**config.mk**
```make
export PLATFORM = sky130hd
export DESIGN_NAME = pcpi_issue_ctrl
export DESIGN_NICKNAME = d
export VERILOG_FILES = /design/src/rtl/pcpi_issue_ctrl.sv
export SDC_FILE = /design/constraint.sdc
export NUM_CORES = 1
export LEC_CHECK = 0
export BUFFER_PORTS_ARGS = -buffer_cell sky130_fd_sc_hd__buf_2
export CORE_UTILIZATION = 45
export DETAILED_ROUTE_END_ITERATION = 8
export GPL_TIMING_DRIVEN = 1
export PLACE_DENSITY = 0.81
export SETUP_SLACK_MARGIN = 0.2
export SLEW_MARGIN = 30
export SYNTH_ARGS = -nofsm -noshare
export SYNTH_HDL_FRONTEND = slang
export SYNTH_SLANG_ARGS = --single-unit
```
**constraint.sdc**
```tcl
create_clock -name clk -period 2.2 [get_ports clk]
set_input_delay 0.11 -clock clk [delete_from_list [all_inputs] [get_ports clk]]
set_output_delay 0.11 -clock clk [all_outputs]
set_load 0.005 [all_outputs]
```
**src/rtl/pcpi_issue_ctrl.sv**
```systemverilog
// pcpi_issue_ctrl: core-side PCPI initiator. Issues one instruction at a time
// to the coprocessor bus. It waits for a responder, with a timeout window that
// restarts on every pcpi_wait cycle. It then returns the result, or an
// illegal-instruction trap, through a valid/ready handshake.
module pcpi_issue_ctrl #(
    parameter int unsigned TIMEOUT_CYCLES = 16,
    parameter bit          ENABLE_TIMEOUT = 1'b1
) (
    input  logic        clk,
    input  logic        resetn,
    input  logic        issue_valid,
    input  logic [31:0] issue_insn,
    input  logic [31:0] issue_rs1,
    input  logic [31:0] issue_rs2,
    output logic        issue_ready,
    output logic        pcpi_valid,
    output logic [31:0] pcpi_insn,
    output logic [31:0] pcpi_rs1,
    output logic [31:0] pcpi_rs2,
    input  logic        pcpi_wr,
    input  logic [31:0] pcpi_rd,
    input  logic        pcpi_wait,
    input  logic        pcpi_ready,
    output logic        done_valid,
    output logic        done_wr,
    output logic [31:0] done_rd,
    output logic        done_trap,
    input  logic        done_ready
);

    typedef enum logic [1:0] {
        IDLE = 2'd0,
        REQ  = 2'd1,
        DONE = 2'd2
    } state_t;

    localparam logic [7:0] CNT_LAST = 8'(TIMEOUT_CYCLES - 1);

    state_t      state_q, state_d;
    logic [7:0]  cnt_q, cnt_d;
    logic        pcpi_valid_q, pcpi_valid_d;
    logic [31:0] insn_q, insn_d;
    logic [31:0] rs1_q, rs1_d;
    logic [31:0] rs2_q, rs2_d;
    logic        done_valid_q, done_valid_d;
    logic        done_wr_q, done_wr_d;
    logic [31:0] done_rd_q, done_rd_d;
    logic        done_trap_q, done_trap_d;

    // State and datapath registers; synchronous active-low reset aborts any transaction.
    always_ff @(posedge clk) begin
        if (!resetn) begin
            state_q      <= IDLE;
            cnt_q        <= '0;
            pcpi_valid_q <= 1'b0;
            insn_q       <= '0;
            rs1_q        <= '0;
            rs2_q        <= '0;
            done_valid_q <= 1'b0;
            done_wr_q    <= 1'b0;
            done_rd_q    <= '0;
            done_trap_q  <= 1'b0;
        end else begin
            state_q      <= state_d;
            cnt_q        <= cnt_d;
            pcpi_valid_q <= pcpi_valid_d;
            insn_q       <= insn_d;
            rs1_q        <= rs1_d;
            rs2_q        <= rs2_d;
            done_valid_q <= done_valid_d;
            done_wr_q    <= done_wr_d;
            done_rd_q    <= done_rd_d;
            done_trap_q  <= done_trap_d;
        end
    end

    // Next-state logic: issue capture, prioritised REQ resolution, result hand-off.
    always_comb begin
        state_d      = state_q;
        cnt_d        = cnt_q;
        pcpi_valid_d = pcpi_valid_q;
        insn_d       = insn_q;
        rs1_d        = rs1_q;
        rs2_d        = rs2_q;
        done_valid_d = done_valid_q;
        done_wr_d    = done_wr_q;
        done_rd_d    = done_rd_q;
        done_trap_d  = done_trap_q;

        unique case (state_q)
            IDLE: begin
                if (issue_valid) begin
                    insn_d       = issue_insn;
                    rs1_d        = issue_rs1;
                    rs2_d        = issue_rs2;
                    pcpi_valid_d = 1'b1;
                    cnt_d        = '0;
                    state_d      = REQ;
                end
            end
            REQ: begin
                if (pcpi_ready) begin
                    done_wr_d    = pcpi_wr;
                    done_rd_d    = pcpi_rd;
                    done_trap_d  = 1'b0;
                    done_valid_d = 1'b1;
                    pcpi_valid_d = 1'b0;
                    state_d      = DONE;
                end else if (pcpi_wait) begin
                    cnt_d = '0;
                end else if (ENABLE_TIMEOUT && (cnt_q == CNT_LAST)) begin
                    done_trap_d  = 1'b1;
                    done_wr_d    = 1'b0;
                    done_rd_d    = '0;
                    done_valid_d = 1'b1;
                    pcpi_valid_d = 1'b0;
                    state_d      = DONE;
                end else if (cnt_q != CNT_LAST) begin
                    // Saturate rather than wrap when the timeout is disabled.
                    cnt_d = cnt_q + 8'd1;
                end
            end
            DONE: begin
                if (done_ready) begin
                    done_valid_d = 1'b0;
                    done_trap_d  = 1'b0;
                    state_d      = IDLE;
                end
            end
            default: begin
                state_d = IDLE;
            end
        endcase
    end

    assign issue_ready = (state_q == IDLE);
    assign pcpi_valid  = pcpi_valid_q;
    assign pcpi_insn   = insn_q;
    assign pcpi_rs1    = rs1_q;
    assign pcpi_rs2    = rs2_q;
    assign done_valid  = done_valid_q;
    assign done_wr     = done_wr_q;
    assign done_rd     = done_rd_q;
    assign done_trap   = done_trap_q;

endmodule
```
==> report_table.html <==
<table>
<tr><th>Metric</th><th>Value</th></tr>
<tr><th colspan="2">Outcome</th></tr>
<tr><td>Result of the run</td><td>completed</td></tr>
<tr><th colspan="2">Cells and area</th></tr>
<tr><td>Layout Area Growth over Synthesis</td><td>64.6%</td></tr>
<tr><td>Number of fill cells in the layout</td><td>655</td></tr>
<tr><td>Share of final-layout standard cells stronger than drive strength 1</td><td>32.9%</td></tr>
<tr><td>Non-filler instance count after layout</td><td>1,107</td></tr>
<tr><td>Most common cell after layout, fill and taps aside</td><td>sky130_fd_sc_hd__buf_2</td></tr>
<tr><td>Commonest cells after routing, fill and taps aside</td><td>sky130_fd_sc_hd__buf_2 (267), sky130_fd_sc_hd__nand2_1 (200), sky130_fd_sc_hd__dfxtp_1 (142)</td></tr>
<tr><td>Count of antenna diodes in the layout</td><td>0</td></tr>
<tr><td>Final instance area</td><td>8600 sq um</td></tr>
<tr><td>Final-stage net count</td><td>1,090</td></tr>
<tr><th colspan="2">Placed design</th></tr>
<tr><td>Placed wire-length estimate</td><td>9050 um</td></tr>
<tr><td>Number of port buffers</td><td>267</td></tr>
<tr><td>Final RePlAce weighted congestion</td><td>0.801</td></tr>
<tr><td>Instance area after placement</td><td>6640 sq um</td></tr>
<tr><td>Dpl cells</td><td>944</td></tr>
<tr><td>Post-placement setup slack</td><td>314 ps</td></tr>
<tr><th colspan="2">STA</th></tr>
<tr><td>Share of the cycle needed by the critical path after routing</td><td>86.3%</td></tr>
<tr><td>Hold WS</td><td>55.6 ps</td></tr>
<tr><td>Setup tns final</td><td>0 ps</td></tr>
<tr><td>Final critical path time including I/O delays and setup</td><td>1900 ps</td></tr>
<tr><td>Post-route clock skew</td><td>7.16 ps</td></tr>
<tr><td>RSZ-0062 raised after global routing</td><td>false</td></tr>
<tr><td>Worst Tran Pin Value</td><td>809 ps</td></tr>
<tr><td># setup viols final</td><td>0</td></tr>
<tr><td>Final hold viol count</td><td>0</td></tr>
<tr><td>Final count of pins violating max slew</td><td>0</td></tr>
<tr><td>Fin worst setup slack</td><td>302 ps</td></tr>
<tr><td>Slew margin rel.</td><td>45.7%</td></tr>
<tr><td>Fmax</td><td>0.527 GHz</td></tr>
<tr><th colspan="2">Synthesis</th></tr>
<tr><td>Number of distinct library cell variants in the gate-level netlist after synthesis</td><td>41</td></tr>
<tr><td>YS warnings</td><td>0</td></tr>
<tr><td>Commonest register cell after synthesis</td><td>sky130_fd_sc_hd__dfxtp_1</td></tr>
<tr><td>Seq/Total Area, Yosys</td><td>54.4%</td></tr>
<tr><td>Synth async-reset ratio</td><td>0%</td></tr>
<tr><td>Number of nets produced by synthesis</td><td>707</td></tr>
<tr><td>Count of mapped cells out of synthesis</td><td>571</td></tr>
<tr><td>Leading area contributor after synthesis</td><td>sky130_fd_sc_hd__dfxtp_1</td></tr>
<tr><td>Post-synthesis register bit count</td><td>142</td></tr>
<tr><td>Average footprint of a synthesized cell</td><td>9.15 sq um</td></tr>
<tr><td>Count of flip-flops with a built-in enable after synthesis</td><td>0</td></tr>
<tr><td>Netlist Area Pre-Place</td><td>5220 sq um</td></tr>
<tr><td>Top cells by area in the synthesized netlist</td><td>sky130_fd_sc_hd__dfxtp_1 (54%), sky130_fd_sc_hd__nand2_1 (14%), sky130_fd_sc_hd__a21boi_1 (14%)</td></tr>
<tr><td>Portion of synthesized cell area occupied by the leading cell type</td><td>54.4%</td></tr>
<tr><th colspan="2">Global routing</th></tr>
<tr><td>Initial antenna violation count</td><td>0</td></tr>
<tr><td>Maximum number of pins on one net before global-route repair</td><td>68</td></tr>
<tr><td>Wire length of the first global-routing pass</td><td>27,100 um</td></tr>
<tr><td>Number of global-route vias before repair</td><td>5,699</td></tr>
<tr><td>GRT Util Overall</td><td>29.6%</td></tr>
<tr><td>Global route total overflow</td><td>0</td></tr>
<tr><th colspan="2">Critical path</th></tr>
<tr><td>Reg-to-reg endpoint</td><td>done_rd[13]$_SDFFE_PN0P_</td></tr>
<tr><td>Critical Path, Cell by Cell</td><td>ha_1 -&gt; nand4b_2 -&gt; o21ai_4 -&gt; a21boi_2 -&gt; a22o_1</td></tr>
<tr><td>Slowest stage delay, CP</td><td>660 ps</td></tr>
<tr><td>Data arrival at the endpoint of the critical path</td><td>2250 ps</td></tr>
<tr><td>Worst Setup Path Type</td><td>flip-flop to flip-flop</td></tr>
<tr><td>Count of cells along the worst register-to-register path</td><td>5</td></tr>
<tr><td>Startpoint type of the worst setup path</td><td>flip-flop</td></tr>
<tr><td>Required time at the worst-slack endpoint</td><td>2550 ps</td></tr>
<tr><td>Worst R2R Setup Slack</td><td>300 ps</td></tr>
<tr><td>Worst path slowest cell</td><td>sky130_fd_sc_hd__a21boi_2</td></tr>
<tr><td>Beginning of the worst register-to-register path</td><td>cnt_q[0]$_SDFFE_PN0P_</td></tr>
<tr><td>Crit-path max FO</td><td>17</td></tr>
<tr><td>Type of element capturing the critical path</td><td>flip-flop</td></tr>
<tr><th colspan="2">Routing</th></tr>
<tr><td>Routed len/inst</td><td>16.5 um</td></tr>
<tr><td>Number of iterations in the first detailed-routing pass</td><td>5</td></tr>
<tr><td>Starting DRC count in detailed routing</td><td>393</td></tr>
<tr><td>Via density</td><td>5.08</td></tr>
<tr><td>ANT nets after route</td><td>0</td></tr>
<tr><td>Final routed wirelength across all metal layers</td><td>18,200 um</td></tr>
<tr><td>DRC Markers</td><td>0</td></tr>
<tr><td>Vias after detailed routing</td><td>5,620</td></tr>
<tr><th colspan="2">Min path</th></tr>
<tr><td>Endpoint, Worst Hold</td><td>done_trap$_SDFFE_PN0P_</td></tr>
<tr><td>Start point of the worst hold path</td><td>resetn</td></tr>
<tr><td>Class of the tightest hold or removal check</td><td>input port to flip-flop</td></tr>
<tr><td>Worst hold path depth</td><td>3</td></tr>
<tr><th colspan="2">Clock tree</th></tr>
<tr><td>Setup fix buffers added after clock tree synthesis</td><td>0</td></tr>
<tr><td>Number of buffers inserted during clock tree synthesis</td><td>17</td></tr>
<tr><td>TritonCTS clock tree</td><td>built</td></tr>
<tr><td>Master cell of the clock root buffer</td><td>sky130_fd_sc_hd__clkbuf_16</td></tr>
<tr><td>Clock tree buffer depth</td><td>2</td></tr>
<tr><td>Clock slew at reported path FFs</td><td>60 ps</td></tr>
<tr><td>Total clock sinks</td><td>142</td></tr>
<tr><td>Clk_lat worst skew</td><td>410 ps</td></tr>
<tr><td>Number of H-tree levels</td><td>4</td></tr>
<tr><th colspan="2">Die</th></tr>
<tr><td>Die Span X</td><td>110 um</td></tr>
<tr><td>Overall die area</td><td>12,000 sq um</td></tr>
<tr><td>Initial Utilization</td><td>47.1%</td></tr>
<tr><td>Vert. Die Dim</td><td>110 um</td></tr>
<tr><td>Rows</td><td>38</td></tr>
<tr><td>Ports</td><td>268</td></tr>
<tr><td>Area of the placeable core</td><td>11,100 sq um</td></tr>
<tr><th colspan="2">Run</th></tr>
<tr><td>Max-capacitance violation count</td><td>0</td></tr>
<tr><th colspan="2">Power and ir drop</th></tr>
<tr><td>LEAKAGE</td><td>4.08 nW</td></tr>
<tr><td>Maximum resistive drop on vdd</td><td>0.664 mV</td></tr>
<tr><td>Pwr Density</td><td>798 nW/um^2</td></tr>
</table>
metal layers:
metal | up-vias | GRT usage, % | wire [um]
met2 | 281 | 54.4 | 9470
met3 | 50 | 8.77 | 1420
li1 | 2691 | - | -
met4 | 0 | 15.8 | 613
met5 | - | 0 | 0
met1 | 2598 | 30.0 | 6720
what timing repair did:
action	in CTS	in global routing
endpoints found under the setup margin	0	34
gates resized for setup	0	0
hold endpoints to repair	130	0
hold buffers	130	0
sequential cells by signal, indices dropped and copies added (netlist names):
signal      flops
pcpi_insn      32
pcpi_rs2       32
pcpi_valid      1
pcpi_rs1       32
cnt_q           8
done_rd        32
done_wr         1
state_q         2
done_valid      1
done_trap       1
Yosys cell counts (2+ instances only):
library cell and instances:
sky130_fd_sc_hd__and2_1 2, sky130_fd_sc_hd__dfxtp_1 142, sky130_fd_sc_hd__a21boi_1 94, sky130_fd_sc_hd__buf_6 3, sky130_fd_sc_hd__a31oi_1 6, sky130_fd_sc_hd__nand4_1 2
sky130_fd_sc_hd__nand3_1 8, sky130_fd_sc_hd__a21oi_1 2, sky130_fd_sc_hd__buf_1 5, sky130_fd_sc_hd__nor2_1 4, sky130_fd_sc_hd__buf_2 7, sky130_fd_sc_hd__nand2_1 201
sky130_fd_sc_hd__clkbuf_1 26, sky130_fd_sc_hd__a21boi_0 4, sky130_fd_sc_hd__o21a_1 3, sky130_fd_sc_hd__a22o_1 33, sky130_fd_sc_hd__inv_1 5
critical path, delay by kind of cell, from the launching register on:
| kind | cells | cell delay (ps) |
|---|---|---|
| adders and majority gates | 1 | 290 |
| AOI/OAI and AO/OA | 3 | 1020 |
| and+or+nand+nor | 1 | 180 |
| DFF | 1 | 340 |
through the flow:
stage               total power [mW]  utilization, %
floorplan                       3.19               -
global placement                3.52            59.9
detailed placement              3.53            59.9
CTS                             6.83            77.5
global route                    7.10            77.6
finish                          6.86            77.6
power breakdown:
part	switching, mW	total, mW	internal [mW]
Clock	1.13	3.15	2.01
Sequential	0.0839	2.80	2.72
Combinational	0.435	0.914	0.479
Total	1.65	6.86	5.21
cell type report:
cell class                      count  area (sq um)  area share (%)
Clock buffer                       18           429            4.99
Clock inverter                     14           218            2.53
Inverter                            5          18.8           0.218
Multi-Input combinational cell    384          2200            25.6
Sequential cell                   142          2840            33.1
Tap cell                          140           175            2.04
Timing Repair Buffer              404          2720            31.6
cells by family after synthesis:
family / synth area share [%]
compound gates: 23.1
simple gates: 18.4
flops: 54.4
fa+ha+maj: 0.240
buf+inv: 3.91
worst max path at each step:
stage | startpoint | end | slack [ps] | cells after the start
2_1_floorplan | cnt_q[7]$_SDFFE_PN0P_ | done_rd[22]$_SDFFE_PN0P_ | 550 | 5
3_3_place_gp | cnt_q[0]$_SDFFE_PN0P_ | done_rd[26]$_SDFFE_PN0P_ | 340 | 5
3_5_place_dp | cnt_q[0]$_SDFFE_PN0P_ | done_rd[14]$_SDFFE_PN0P_ | 310 | 5
4_1_cts | cnt_q[0]$_SDFFE_PN0P_ | done_rd[14]$_SDFFE_PN0P_ | 290 | 5
5_1_grt | cnt_q[0]$_SDFFE_PN0P_ | done_rd[18]$_SDFFE_PN0P_ | 220 | 5
6_report | cnt_q[0]$_SDFFE_PN0P_ | done_rd[13]$_SDFFE_PN0P_ | 300 | 5
No activity file was read; power rests on OpenSTA's default activity.
